**src/rtl/dev_bus_host.sv**
```systemverilog
// dev_bus_host: single-outstanding device bus initiator with a bounded wait for rvalid.
module dev_bus_host #(
    parameter int AddrWidth     = 32,
    parameter int DataWidth     = 32,
    parameter int TimeoutCycles = 16
) (
    input  logic                 clk_i,
    input  logic                 rst_i,
    input  logic                 cmd_valid_i,
    output logic                 cmd_ready_o,
    input  logic [AddrWidth-1:0] cmd_addr_i,
    input  logic                 cmd_we_i,
    input  logic [3:0]           cmd_be_i,
    input  logic [DataWidth-1:0] cmd_wdata_i,
    output logic                 rsp_valid_o,
    input  logic                 rsp_ready_i,
    output logic [DataWidth-1:0] rsp_rdata_o,
    output logic                 rsp_err_o,
    output logic                 device_req_o,
    output logic [AddrWidth-1:0] device_addr_o,
    output logic                 device_we_o,
    output logic [3:0]           device_be_o,
    output logic [DataWidth-1:0] device_wdata_o,
    input  logic                 device_rvalid_i,
    input  logic [DataWidth-1:0] device_rdata_i,
    output logic                 busy_o
);
    localparam logic [1:0] IDLE = 2'd0, REQ = 2'd1, WAIT = 2'd2, RESP = 2'd3;
    localparam int TW = $clog2(TimeoutCycles + 1);

    logic [1:0]    state;
    logic [TW-1:0] timer;

    assign cmd_ready_o = state == IDLE;
    assign busy_o      = state != IDLE;

    always_ff @(posedge clk_i or posedge rst_i) begin
        if (rst_i) begin
            state          <= IDLE;
            timer          <= '0;
            rsp_valid_o    <= 1'b0;
            rsp_err_o      <= 1'b0;
            rsp_rdata_o    <= '0;
            device_req_o   <= 1'b0;
            device_addr_o  <= '0;
            device_we_o    <= 1'b0;
            device_be_o    <= '0;
            device_wdata_o <= '0;
        end else begin
            device_req_o <= 1'b0;
            case (state)
                IDLE: if (cmd_valid_i) begin
                    state          <= REQ;
                    device_req_o   <= 1'b1;
                    device_addr_o  <= cmd_addr_i;
                    device_we_o    <= cmd_we_i;
                    device_be_o    <= cmd_be_i;
                    device_wdata_o <= cmd_wdata_i;
                end
                REQ: begin
                    state <= WAIT;
                    timer <= '0;
                end
                // rvalid is tested first so it wins on the last permitted WAIT cycle
                WAIT: if (device_rvalid_i) begin
                    state       <= RESP;
                    rsp_valid_o <= 1'b1;
                    rsp_err_o   <= 1'b0;
                    rsp_rdata_o <= device_we_o ? '0 : device_rdata_i;
                end else if (timer == TW'(TimeoutCycles - 1)) begin
                    state       <= RESP;
                    rsp_valid_o <= 1'b1;
                    rsp_err_o   <= 1'b1;
                    rsp_rdata_o <= '0;
                end else begin
                    timer <= timer + 1'b1;
                end
                RESP: if (rsp_ready_i) begin
                    state       <= IDLE;
                    rsp_valid_o <= 1'b0;
                end
            endcase
        end
    end
endmodule

```
**config.mk**
```make
export PLATFORM = sky130hd
export DESIGN_NAME = dev_bus_host
export DESIGN_NICKNAME = d
export VERILOG_FILES = /design/src/rtl/dev_bus_host.sv
export SDC_FILE = /design/constraint.sdc
export NUM_CORES = 1
export LEC_CHECK = 0
export ABC_CLOCK_PERIOD_IN_PS = 4700
export CORE_ASPECT_RATIO = 2
export CORE_MARGIN = 2
export CORE_UTILIZATION = 65
export DETAILED_ROUTE_END_ITERATION = 8
export DONT_BUFFER_PORTS = 1
export PLACE_DENSITY = 0.87
export SETUP_SLACK_MARGIN = 0.4
export SLEW_MARGIN = 20
export SYNTH_ARGS = -nofsm -noshare
export SYNTH_HDL_FRONTEND = slang
export SYNTH_SLANG_ARGS = --single-unit
```
**constraint.sdc**
```tcl
create_clock -name clk_i -period 4.7 [get_ports clk_i]
set_input_delay 0.47 -clock clk_i [delete_from_list [all_inputs] [get_ports clk_i]]
set_output_delay 0.47 -clock clk_i [all_outputs]
set_load 0.01 [all_outputs]
```
==> reports/results.ini <==
[run_status]
status=completed

[final_layout]
nets=389
final_cell_mix=dfrtp_1 (111), mux2_2 (66), a22o_1 (33), clkbuf_16 (9), inv_1 (8)
drive_gt1_frac=0.320
syn_to_final_growth_pct=8.13
n_antenna_cell=0
nFillCells=431
final_common_cell=dfrtp_1

[logic_synthesis]
synthCells=279
yosys_warnings=0
yosys.cell_types.count=26
ys_ff_latch=111
synth_area_per_cell_um2=15.3
syn_area_um2=4280
yosysSeqAreaShare=0.649
synth_nets=392

[power_and_ir_drop]
leakage_nw=2.05
irDropWorstVdd_uv=512
power_density_nw_per_um2=742

[flow_run]
max_cap_violations=0

[sta]
hold_viol_final=0
finClkSkew_ps=9.46
max_slew_margin=0.430
fmax_mhz=432
maxSlewViolCount=0
fin_setup_tns_ps=0
worstMarginPinSlew_ps=856
rsz0062_at_grt=no
whs_ps=131
period_minus_slack_ps=2320
fin_crit_sh=0.493
finalSetupViolations=0

[clock_network]
cts_hold_buf=0
cts_resized=0
cts_tree=done
insertion_delay_ps=340
post_cts_buffers=0
root_buffer=clkbuf_16
cts_buffers=9
cts_max_level=3
clock_path_buffers=2
cts.sinks=111
cts.clk_slew.worst_paths_ps=70

[min_path]
hp-class=in -> async

[drt]
wl_per_cell_um=24.1
avgViaCountPerCell=6.45
vias=2368
drt_pre_antenna_iters=6
drc_errors=0
ant_nets=0
first_iter_violations=161
finalWirelength_um=8830

[floorplan]
fp.dieW_um=61.4
num_rows=41
design.portCount=212
die_area_um2=7290
design.core.area_um2=6360
start_util=0.673
dieHeight_um=119

[grt]
grt_start_max_net_pins=71
antenna_found_initial=0
grt_pass1_wl_um=12900
first_global_vias=2436
grt-ovfl-total=0
track_usage=0.247

[placement]
port_buffers=0
hpwl_um=6720
place.gp.congestion=0.792

[setup_path]
cp_max_fo=70
critPathCaptureType=register
crit_type=reg -> reg
cp.arrival_ps=2540
startpoint_type=register
crit_required_ps=4920

==> state kept, by name, indices dropped and copies added, names as in the netlist <==
name and cells:
timer 5, device_be_o 4, device_addr_o 32, device_we_o 1, state 2, device_req_o 1
rsp_rdata_o 32, device_wdata_o 32, rsp_valid_o 1, rsp_err_o 1
==> per-stage QoR <==
stage,utilization,power [mW],std cells,setup slack [ps],cell area [µm²]
after global placement,0.679,2.64,351,2390,4320
after global routing,0.728,3.63,367,2220,4630
after CTS,0.726,3.46,367,2260,4620
after detailed placement,0.679,2.72,351,2260,4320
after floorplan,-,2.49,279,1300,4280
final,0.728,3.43,367,2380,4630
==> worst paths after layout <==
path,from,end,slack [ps],cells after the start
min,rst_i,device_addr_o[21],130,1
max reg2reg,state[1],device_wdata_o[29],2380,6
min reg2reg,timer[0],timer[0],530,1
max in group asynchronous,rst_i,timer[0],3500,2
min in group clk_i,device_rvalid_i,rsp_err_o,220,1
max,state[1],device_wdata_o[29],2380,6
==> cells in the mapped netlist <==
master / instances / area (µm²)
nor3b_2: 1 / 12.5
o21ai_0: 7 / 35.0
o21ai_1: 2 / 10.0
buf_2: 8 / 40.0
or4b_1: 1 / 10.0
a21oi_1: 4 / 20.0
inv_1: 9 / 33.8
nor2_2: 1 / 6.26
nor2_1: 3 / 11.3
nand3_1: 1 / 5.00
nand2_1: 4 / 15.0
ha_1: 7 / 87.6
mux2_2: 66 / 743
and3_1: 1 / 6.26
dfrtp_1: 111 / 2780
mux2_1: 4 / 45.0
or3b_2: 1 / 8.76
o32a_1: 1 / 10.0
o221ai_1: 1 / 8.76
buf_4: 8 / 60.1
a22o_1: 33 / 289
a221oi_2: 1 / 15.0
o31ai_1: 1 / 7.51
o22ai_1: 1 / 6.26
or3b_1: 1 / 8.76
o21a_1: 1 / 7.51
==> report_power, final <==
group	internal, mW	total, mW	switching, mW
sequential	1.38	1.92	0.531
combinational	0.446	0.773	0.326
clock	0.428	0.746	0.318
==> cell type report <==
| type | count | area [µm²] | area share |
|---|---|---|---|
| Multi-Input combinational cell | 143 | 1390 | 0.301 |
| Sequential cell | 111 | 2780 | 0.600 |
| Inverter | 9 | 36.3 | 0.00784 |
| Tap cell | 86 | 108 | 0.0232 |
| Clock buffer | 11 | 243 | 0.0524 |
| Clock inverter | 5 | 56.3 | 0.0122 |
| Timing Repair Buffer | 2 | 15.0 | 0.00324 |
==> critical path, stage by stage, from the launching register on <==
cell,delay [ps]
dfrtp_1,420
inv_1,120
ha_1,270
inv_1,160
nor2_4,100
buf_4,650
mux2_2,420
==> logic make-up (layout without fill, tap and decap cells) <==
group | Yosys count | after routing | synth area share
flops | 111 | 111 | 0.649
mux | 70 | 70 | 0.184
compound gates | 52 | 52 | 0.0956
buf+inv | 25 | 27 | 0.0313
simple gates | 14 | 14 | 0.0196
fa+ha+maj | 7 | 7 | 0.0205
==> routing by layer <==
layer,share of wire,GRT usage,up-vias
li1,-,-,1004
met1,0.31,0.258,1220
met4,0.027,0.114,0
met3,0.087,0.0755,19
met2,0.58,0.429,125
met5,0,0,-
(Power assumes the default switching activity.)
